`src/rtl/turn_controller_pkg.sv`:
```
// Shared types and helpers for the chicken-race turn sequencer.
// Latency: n/a (declarations only).
// Backpressure: n/a.
package turn_controller_pkg;

  localparam int PLAYER_W = 2;
  localparam int CARD_W   = 4;

  typedef enum logic [2:0] {
    IDLE,
    WAIT_PICK,
    CMP_WAIT,
    ADV_WAIT,
    REVEAL,
    NEXT,
    DONE
  } state_t;

  // Largest of the three wait lengths; sizes the shared wait counter.
  function automatic int max3(input int a, input int b, input int c);
    int m;
    m = (a > b) ? a : b;
    return (m > c) ? m : c;
  endfunction

endpackage

```
`src/rtl/turn_controller_if.sv`:
```
// Bundle between the keypad/card-select front end, data_path and the sequencer.
// Latency: n/a (wires only).
// Backpressure: none; picks are single-cycle pulses, dropped when not wanted.
interface turn_controller_if;
  import turn_controller_pkg::*;

  logic                start;
  logic [PLAYER_W-1:0] n_players;
  logic                pick_valid;
  logic [CARD_W-1:0]   pick_card;
  logic                same_result;
  logic                win_flag;

  logic [PLAYER_W-1:0] cur_player;
  logic [CARD_W-1:0]   card_out;
  logic                cmp_strobe;
  logic                advance;
  logic                turn_end;
  logic                reveal_on;
  logic                dup_pick;
  logic                winner_valid;
  logic [PLAYER_W-1:0] winner;

  // Front end / datapath side.
  modport master (
    output start, n_players, pick_valid, pick_card, same_result, win_flag,
    input  cur_player, card_out, cmp_strobe, advance, turn_end, reveal_on,
           dup_pick, winner_valid, winner
  );

  // Sequencer side.
  modport slave (
    input  start, n_players, pick_valid, pick_card, same_result, win_flag,
    output cur_player, card_out, cmp_strobe, advance, turn_end, reveal_on,
           dup_pick, winner_valid, winner
  );

endinterface

```
`src/rtl/turn_controller_wait_cnt.sv`:
```
// Load/decrement down counter with zero flag, shared by all sequencer waits.
// Latency: load visible next cycle; decrements once per cycle while dec is high.
// Backpressure: none; load has priority over dec, count saturates at zero.
module turn_wait_cnt #(
  parameter int W = 4
) (
  input  logic         clk,
  input  logic         rst_n,
  input  logic         load,
  input  logic [W-1:0] load_val,
  input  logic         dec,
  output logic         zero
);

  logic [W-1:0] cnt;

  // Load wins over decrement; stop at zero so a lingering dec is harmless.
  always_ff @(posedge clk or negedge rst_n) begin
    if (!rst_n) begin
      cnt <= '0;
    end else if (load) begin
      cnt <= load_val;
    end else if (dec && (cnt != '0)) begin
      cnt <= cnt - W'(1);
    end
  end

  assign zero = (cnt == '0);

endmodule

```
`src/rtl/turn_controller.sv`:
```
// Game-sequencing FSM: accepts card picks, strobes compare, advances or reveals, rotates turns.
// Latency: cmp_strobe 1 cycle after an accepted pick; result sampled CMP_LAT cycles later.
// Backpressure: none; picks outside WAIT_PICK are dropped, bad picks get dup_pick.
module turn_controller
  import turn_controller_pkg::*;
#(
  parameter int NUM_CARDS   = 12,
  parameter int CMP_LAT     = 1,
  parameter int WIN_LAT     = 1,
  parameter int REVEAL_HOLD = 8
) (
  input logic             clk,
  input logic             rst_n,
  turn_controller_if.slave bus
);

  localparam int CNT_W  = $clog2(max3(CMP_LAT, WIN_LAT, REVEAL_HOLD) + 1);
  localparam int MASK_W = 1 << CARD_W;
  // Indices that do not name a real card read back as already taken.
  localparam logic [MASK_W-1:0] OUT_OF_RANGE = ~MASK_W'({NUM_CARDS{1'b1}});

  state_t              state;
  logic [PLAYER_W-1:0] last_player;
  logic [PLAYER_W-1:0] cur_player;
  logic [PLAYER_W-1:0] winner;
  logic [CARD_W-1:0]   card_out;
  logic                cmp_strobe;
  logic                advance;
  logic                turn_end;
  logic                reveal_on;
  logic                dup_pick;
  logic                winner_valid;
  logic [NUM_CARDS-1:0] mask;

  logic [MASK_W-1:0]   taken;
  logic                pick_taken;
  logic                mask_full;
  logic                accept;
  logic                cnt_load;
  logic                cnt_dec;
  logic                cnt_zero;
  logic [CNT_W-1:0]    cnt_val;

  assign taken      = OUT_OF_RANGE | MASK_W'(mask);
  assign pick_taken = taken[bus.pick_card];
  assign mask_full  = &mask;
  assign accept     = (state == WAIT_PICK) && !mask_full && bus.pick_valid && !pick_taken;

  // The reveal reload is one short so reveal_on lasts exactly REVEAL_HOLD cycles.
  always_comb begin
    cnt_load = 1'b0;
    cnt_val  = '0;
    cnt_dec  = (state == CMP_WAIT) || (state == ADV_WAIT) || (state == REVEAL);
    if (accept) begin
      cnt_load = 1'b1;
      cnt_val  = CNT_W'(CMP_LAT);
    end else if ((state == CMP_WAIT) && cnt_zero) begin
      cnt_load = 1'b1;
      cnt_val  = bus.same_result ? CNT_W'(WIN_LAT) : CNT_W'(REVEAL_HOLD - 1);
    end
  end

  turn_wait_cnt #(.W(CNT_W)) u_wait (
    .clk      (clk),
    .rst_n    (rst_n),
    .load     (cnt_load),
    .load_val (cnt_val),
    .dec      (cnt_dec),
    .zero     (cnt_zero)
  );

  // Sequencer FSM; every output is a register, strobes default low each cycle.
  always_ff @(posedge clk or negedge rst_n) begin
    if (!rst_n) begin
      state        <= IDLE;
      last_player  <= '0;
      cur_player   <= '0;
      winner       <= '0;
      card_out     <= '0;
      cmp_strobe   <= 1'b0;
      advance      <= 1'b0;
      turn_end     <= 1'b0;
      reveal_on    <= 1'b0;
      dup_pick     <= 1'b0;
      winner_valid <= 1'b0;
      mask         <= '0;
    end else begin
      cmp_strobe <= 1'b0;
      advance    <= 1'b0;
      turn_end   <= 1'b0;
      dup_pick   <= 1'b0;
      case (state)
        IDLE, DONE: begin
          if (bus.start) begin
            // n_players of 0 still means a two-player game.
            last_player  <= (bus.n_players == '0) ? PLAYER_W'(1) : bus.n_players;
            cur_player   <= '0;
            winner_valid <= 1'b0;
            winner       <= '0;
            mask         <= '0;
            state        <= WAIT_PICK;
          end
        end
        WAIT_PICK: begin
          if (mask_full) begin
            // Nothing left to pick: hand the turn on without waiting.
            turn_end <= 1'b1;
            mask     <= '0;
            state    <= NEXT;
          end else if (bus.pick_valid) begin
            if (pick_taken) begin
              dup_pick <= 1'b1;
            end else begin
              card_out   <= bus.pick_card;
              mask       <= mask | (NUM_CARDS'(1) << bus.pick_card);
              cmp_strobe <= 1'b1;
              state      <= CMP_WAIT;
            end
          end
        end
        CMP_WAIT: begin
          if (cnt_zero) begin
            if (bus.same_result) begin
              advance <= 1'b1;
              state   <= ADV_WAIT;
            end else begin
              reveal_on <= 1'b1;
              state     <= REVEAL;
            end
          end
        end
        ADV_WAIT: begin
          if (cnt_zero) begin
            if (bus.win_flag) begin
              winner       <= cur_player;
              winner_valid <= 1'b1;
              state        <= DONE;
            end else begin
              state <= WAIT_PICK;
            end
          end
        end
        REVEAL: begin
          if (cnt_zero) begin
            reveal_on <= 1'b0;
            turn_end  <= 1'b1;
            mask      <= '0;
            state     <= NEXT;
          end
        end
        NEXT: begin
          cur_player <= (cur_player == last_player) ? '0 : cur_player + PLAYER_W'(1);
          state      <= WAIT_PICK;
        end
        default: state <= IDLE;
      endcase
    end
  end

  assign bus.cur_player   = cur_player;
  assign bus.card_out     = card_out;
  assign bus.cmp_strobe   = cmp_strobe;
  assign bus.advance      = advance;
  assign bus.turn_end     = turn_end;
  assign bus.reveal_on    = reveal_on;
  assign bus.dup_pick     = dup_pick;
  assign bus.winner_valid = winner_valid;
  assign bus.winner       = winner;

endmodule
```
`src/flat_wrapper.sv`:
```
// flat-port wrapper written by rule: the top's interface ports become plain ports
module turn_controller_flat import turn_controller_pkg::*;
#(
  parameter int NUM_CARDS   = 12,
  parameter int CMP_LAT     = 1,
  parameter int WIN_LAT     = 1,
  parameter int REVEAL_HOLD = 8
)
  (clk, rst_n, bus_start, bus_n_players, bus_pick_valid, bus_pick_card, bus_same_result, bus_win_flag, bus_cur_player, bus_card_out, bus_cmp_strobe, bus_advance, bus_turn_end, bus_reveal_on, bus_dup_pick, bus_winner_valid, bus_winner);
  turn_controller_if bus_i ();
  input logic clk;
  input logic rst_n;
  input wire logic [$bits(bus_i.start)-1:0] bus_start;
  input wire logic [$bits(bus_i.n_players)-1:0] bus_n_players;
  input wire logic [$bits(bus_i.pick_valid)-1:0] bus_pick_valid;
  input wire logic [$bits(bus_i.pick_card)-1:0] bus_pick_card;
  input wire logic [$bits(bus_i.same_result)-1:0] bus_same_result;
  input wire logic [$bits(bus_i.win_flag)-1:0] bus_win_flag;
  output wire logic [$bits(bus_i.cur_player)-1:0] bus_cur_player;
  output wire logic [$bits(bus_i.card_out)-1:0] bus_card_out;
  output wire logic [$bits(bus_i.cmp_strobe)-1:0] bus_cmp_strobe;
  output wire logic [$bits(bus_i.advance)-1:0] bus_advance;
  output wire logic [$bits(bus_i.turn_end)-1:0] bus_turn_end;
  output wire logic [$bits(bus_i.reveal_on)-1:0] bus_reveal_on;
  output wire logic [$bits(bus_i.dup_pick)-1:0] bus_dup_pick;
  output wire logic [$bits(bus_i.winner_valid)-1:0] bus_winner_valid;
  output wire logic [$bits(bus_i.winner)-1:0] bus_winner;
  assign bus_i.start = bus_start;
  assign bus_i.n_players = bus_n_players;
  assign bus_i.pick_valid = bus_pick_valid;
  assign bus_i.pick_card = bus_pick_card;
  assign bus_i.same_result = bus_same_result;
  assign bus_i.win_flag = bus_win_flag;
  assign bus_cur_player = bus_i.cur_player;
  assign bus_card_out = bus_i.card_out;
  assign bus_cmp_strobe = bus_i.cmp_strobe;
  assign bus_advance = bus_i.advance;
  assign bus_turn_end = bus_i.turn_end;
  assign bus_reveal_on = bus_i.reveal_on;
  assign bus_dup_pick = bus_i.dup_pick;
  assign bus_winner_valid = bus_i.winner_valid;
  assign bus_winner = bus_i.winner;
  turn_controller #(.NUM_CARDS(NUM_CARDS), .CMP_LAT(CMP_LAT), .WIN_LAT(WIN_LAT), .REVEAL_HOLD(REVEAL_HOLD)) u_core (.clk(clk), .rst_n(rst_n), .bus(bus_i));
endmodule
```
`config.mk`:
```
export PLATFORM = sky130hd
export DESIGN_NAME = turn_controller_flat
export DESIGN_NICKNAME = d
export VERILOG_FILES = /design/src/rtl/turn_controller_pkg.sv /design/src/rtl/turn_controller_if.sv /design/src/rtl/turn_controller_wait_cnt.sv /design/src/rtl/turn_controller.sv /design/src/flat_wrapper.sv
export SDC_FILE = /design/constraint.sdc
export NUM_CORES = 1
export LEC_CHECK = 0
export BUFFER_PORTS_ARGS = -buffer_cell sky130_fd_sc_hd__buf_2
export CORE_AREA = 2 2 53 104
export CTS_CLUSTER_SIZE = 14
export DETAILED_ROUTE_END_ITERATION = 12
export DIE_AREA = 0 0 55 106
export MAX_ROUTING_LAYER = met4
export PLACE_DENSITY_LB_ADDON = 0.3
export SLEW_MARGIN = 20
export SYNTH_ARGS = -nofsm -noshare
export SYNTH_HDL_FRONTEND = slang
export SYNTH_SLANG_ARGS = --single-unit
export TNS_END_PERCENT = 30
```
`constraint.sdc`:
```
create_clock -name clk -period 4.75 [get_ports clk]
set_input_delay 0.2375 -clock clk [delete_from_list [all_inputs] [get_ports clk]]
set_output_delay 0.2375 -clock clk [all_outputs]
set_load 0.05 [all_outputs]
```
Yosys cells after proc, flatten, opt, wreduce, memory -nomap -nowiden. Index checks and enable logic that the tools add are counted. Widths: inputs -> output; s select.

Word-level logic and storage cells: 116. Flip-flop bits (word level): 35. Bits of input ports: 12.

$add $sub $neg: 2. Reductions and logical operators: 27. Equal/unequal tests: 15. Shifts and indexed selects: 1. Bitwise gates (word level): 3. Order comparisons: 1. Mux-type cells: 54.

Operators by type and width (count): $mux 12 (5); $pmux 12 s3 (1); $mux 3 (10); $mux 1 (22); $pmux 3 s6 (1); $mux 4 (4); $or 12x12->12 (1); $reduce_and 12->1 (1); $reduce_and 4->1 (3); $shl 1x4->12 const A (1); $mux 2 (5); $eq 3x3->1 const B (3); $pmux 2 s2 (2); $reduce_bool 2->1 (4); $eq 3x2->1 const B (2); $ne 2x1->1 const B (3); $ne 2x2->1 const B (3); $pmux 1 s2 (3); $reduce_and 6->1 (1); $logic_and 1x1->1 (5); $lt 4x5->1 const B (1); $reduce_and 5->1 (1); $bmux 1 s4 (1); $logic_not 4->1 (1); other kinds (15) (19).

Longest topological paths before layout.
Depth in word-level cells: 7. Mapped depth: 7. Gate-level depth less buffers: 7.

Cells and area by module. From an unflattened synthesis, not the netlist that was laid out.

Cell total of the unflattened synthesis: 192. Area total of the unflattened synthesis: 1880.6 sq um.

By module, submodules not included: turn_controller (cells each 165, instances 1, area an instance 1627.8 sq um); turn_wait_cnt (cells each 27, instances 1, area an instance 252.7 sq um).

Worst setup path after synthesis. No wires, ideal clock.

Path kind: register -> register. From: register u_core.u_wait.cnt[0]. To: register u_core.mask[0]. Stages on the path, launching flop included: 8. Period minus slack after synthesis: 2303 ps. Data arrival time: 2235 ps. Required time: 4682 ps. Path slack: 2447 ps. Cell sequence: dfrtp_1 -> inv_1 -> ha_1 -> or3b_1 -> a221o_1 -> nor3_2 -> nor4b_1 -> a22o_1.

Word-level cells in the longest chain between the ends: 3.

Ends and longest elaborated chain: from (decl) (line turn_controller_wait_cnt.sv:15) `logic [W-1:0] cnt;`; from (signal assigned) (line turn_controller_wait_cnt.sv:22) `cnt <= load_val;`; from (signal assigned) (line turn_controller_wait_cnt.sv:24) `cnt <= cnt - W'(1);`; $logic_not 4->1 (line turn_controller_wait_cnt.sv:28) `assign zero = (cnt == '0);`; $ne 2x1->1 (no source line); $reduce_and 5->1 (no source line); to (signal assigned) (line turn_controller.sv:115) `mask <= mask | (NUM_CARDS'(1) << bus.pick_card);`; to (decl) (line turn_controller.sv:33) `logic [NUM_CARDS-1:0] mask;`.

No other way between the ends. A chain may end at the register's enable or synchronous reset.

Worst setup path after layout.
From: register u_core.u_wait.cnt[0]. To: register u_core.mask[1].

The elaborated chain is that of the path after synthesis.

==> metrics.md <==
| Metric | Value |
|---|---|
| CTS HTree Levels | `2` |
| RSZ-0062 raised after global routing | `false` |
| Area Overhead vs Synth | `14.5%` |
| Fin crit period | `2680 ps` |
| Fillers | `520` |
| Port Buffer Count | `25` |
| Total gr overflow | `0` |
| TritonCTS clock tree | `done` |
| Total power | `0.00138 W` |
| Total track usage | `16.8%` |
| Rows | `37` |
| Fmax | `0.373 GHz` |
| P per Cell Area | `651 nW/um2` |
| Initial antenna violation count | `0` |
| Pins Over Slew Limit | `0` |
| RR Endpoint | `u_core.mask[1]$_DFFE_PN0P_` |
| Post-Syn Area per Cell | `10.4 um2` |
| Final period utilization | `56.4%` |
| Switching part of the total | `43.9%` |
| Leakage power | `0.964 nW` |
| CP Capture Type | `flip-flop` |
| WP data arrival | `2910 ps` |
| R2R Path Start | `u_core.u_wait.cnt[0]$_DFFE_PN0P_` |
| Cts bufs inserted | `5` |
| Total routed wirelength | `4110 um` |
| Clock Power Share | `17.3%` |
| Post_cts resized | `0` |
| Clock Sink Count | `35` |
| Vias in the first global route | `1487` |
| Netlist cell types | `45` |
| Main synth FF type | `dfrtp_1` |
| First-iteration detailed-routing DRC count | `48` |
| Ys async rst share | `100%` |
| Layout cells sized above 1 | `20.7%` |
| Worst EP required | `4980 ps` |
| Final ANT Viol Nets | `0` |
| Initial DRT Pass Iterations | `4` |
| Fin Clk Skew | `8.31 ps` |
| Drt wl/cell | `15.7 um` |
| Crit Path Max Fanout | `7` |
| Sequential cell area fraction in the yosys report | `47.4%` |
| Routability Congestion | `0.837` |
| Mapped Cells | `177` |
| Clk Tree Root Cell | `clkbuf_8` |
| # setup viols final | `0` |
| Die Footprint | `5830 um2` |
| Net Switching | `0.000606 W` |
| Ant. Diodes | `0` |
| Global-route wire length before repair | `6870 um` |
| Number of vias per cell | `5.48` |
| Crit path launch type | `flip-flop` |
| Internal Dissipation | `0.000773 W` |
| Hold Vio Cnt, Final | `0` |
| Max transition margin | `47.5%` |
| Die W | `55 um` |
| EDFF count, synth | `0` |
| Register share of total power | `37.4%` |
| Slew @ Worst Pin | `788 ps` |
| Synth warn | `0` |
| Die Y | `106 um` |
| HP Class | `in -> async` |
| Largest net degree at the start of global routing | `36` |
| Slowest cell on crit path | `nor4b_1` |
| Post-CTS Setup Bufs | `0` |
| Clk Latency, worst-skew pair | `290 ps` |
| R2R setup slack | `2070 ps` |
| CTS Buffer Depth | `2` |
| Worst vdd ir | `0.300 mV` |
| Synthesized cell area | `1850 um2` |
| Io pins | `26` |
| Clock-pin slew on the worst setup and hold paths | `70 ps` |
| Core Util, Final | `41.6%` |
| Nets | `215` |
| MaxCap Viol Count | `0` |
| Critical path's largest stage delay | `670 ps` |
| Total number of vias | `1429` |
| Mapped Nets | `190` |
| Critical path class | `reg -> reg` |
| Outcome | `complete, no violations` |
| Reg2Reg Depth | `7` |
| HPWL after DPL | `3180 um` |
| Initial Util | `36.3%` |
| Launch point of the worst path | `u_core.u_wait.cnt[0]$_DFFE_PN0P_` |
| Comb power frac | `45.3%` |
| Setup TNS | `0 ps` |
| Crit-path cells | `inv_1, ha_1, or3b_1, a221o_1, nor3_2, nor4b_1, a22o_1` |
| DRC violations left | `0` |
| Core area | `5090 um2` |
| Hold buffer count at CTS | `0` |
| Synth Register Bits | `35` |
-- cell families (layout without fill, tap and decap cells) --
| family | count (synthesis) | in the layout | share of synthesized area, % |
|---|---|---|---|
| XOR/XNOR | 4 | 4 | 1.89 |
| multiplexers | 14 | 14 | 9.34 |
| AND/OR/NAND/NOR | 66 | 66 | 21.4 |
| adder cells (fa/ha/maj) | 1 | 1 | 0.676 |
| AO/OA/AOI/OAI | 40 | 40 | 15.7 |
| flip-flops | 35 | 35 | 47.4 |
| buffers and inverters | 17 | 43 | 3.65 |
-- power groups by stage --
stage | registers (W) | logic [W] | clock network, W
after global placement | 0.000520 | 0.000621 | 0
after CTS | 0.000516 | 0.000631 | 0.000243
after global routing | 0.000535 | 0.000697 | 0.000256
final | 0.000516 | 0.000624 | 0.000238
after detailed placement | 0.000522 | 0.000629 | 0
after floorplan | 0.000599 | 0.000404 | 0
-- per-stage QoR --
stage          hold slack, ps  std cells  worst slack [ps]  instance area [um2]
2_1_floorplan           -58.1        177              2450                 1850
3_3_place_gp              361        253              2170                 2020
3_5_place_dp              366        253              2090                 2020
4_1_cts                  55.0        261              2090                 2120
5_1_grt                  95.8        261              1860                 2120
6_report                 18.7        261              2070                 2120
-- cell type report --
type                    instances  area [um2]  share of cell area (%)
clock buffers                   8         100                    4.73
inverters                      10        37.5                    1.77
multi-input cells             125         906                    42.8
flip-flops and latches         35         876                    41.4
well taps                      58        72.6                    3.43
repair buffers                 25         125                    5.91
-- how the worst max path moves through the flow --
stage	slack, ps	depth (start not counted)	endpoint
floorplan	2450	7	u_core.mask[0]$_DFFE_PN0P_
global placement	2170	7	u_core.mask[1]$_DFFE_PN0P_
detailed placement	2090	7	u_core.mask[1]$_DFFE_PN0P_
CTS	2090	7	u_core.mask[1]$_DFFE_PN0P_
global route	1860	7	u_core.mask[0]$_DFFE_PN0P_
finish	2070	7	u_core.mask[1]$_DFFE_PN0P_
-- worst max-delay path, delay by kind of cell, from the launching register on --
family,cells,cell delay (ps)
simple gates,3,1410
flops,1,380
buf+inv,1,90
compound gates,2,580
fa+ha+maj,1,160
-- state kept, by name, summed over array words and instances (netlist names) --
register,cells
u_core.bus.dup_pick,1
u_core.u_wait.cnt,4
u_core.bus.reveal_on,1
u_core.bus.advance,1
u_core.bus.cmp_strobe,1
u_core.bus.cur_player,2
u_core.mask,12
u_core.state,3
u_core.bus.card_out,4
u_core.bus.turn_end,1
u_core.bus.winner_valid,1
u_core.bus.winner,2
u_core.last_player,2
-- placed cells by master, fill, tap and decap left out, types with 2 or more instances in the layout --
cell      instances
and2_1            2
nor3_1            4
mux2_1            3
o211ai_1          2
nand2_1          16
mux4_2            2
buf_2            25
nor2_1            7
nand3b_1          2
a21oi_1          10
and4_1            3
nor3_2            2
clkbuf_8          7
and3_1            2
nand3_1           4
mux2i_1           6
nor4_1            3
nor2b_1           8
o31ai_1           2
a221o_1           2
o21ai_0           8
a22o_1            8
or3b_1            2
nand4b_1          4
mux2_2            3
dfrtp_1          35
inv_1            10
xor2_1            3
-- cells in the mapped netlist, types with 3 or more instances --
cell type | instances | area, um2
a21oi_1 | 10 | 50.1
a22o_1 | 8 | 70.1
and4_1 | 3 | 26.3
clkbuf_1 | 6 | 22.5
dfrtp_1 | 35 | 876
inv_1 | 10 | 37.5
mux2_1 | 3 | 33.8
mux2_2 | 3 | 33.8
mux2i_1 | 6 | 60.1
nand2_1 | 16 | 60.1
nand3_1 | 4 | 20.0
nand4b_1 | 4 | 35.0
nor2_1 | 7 | 26.3
nor2b_1 | 8 | 50.1
nor3_1 | 4 | 20.0
nor4_1 | 3 | 18.8
o21ai_0 | 8 | 40.0
xor2_1 | 3 | 26.3
-- layer usage --
| layer | vias up | global-route usage (%) | wire (um) |
|---|---|---|---|
| li1 | 700 | - | - |
| met1 | 688 | 16.7 | 1540 |
| met2 | 30 | 29.4 | 2310 |
| met3 | 11 | 2.53 | 111 |
| met4 | 0 | 9.06 | 146 |
| met5 | - | - | 0 |
Note: power is estimated with default switching activity, not from simulation.
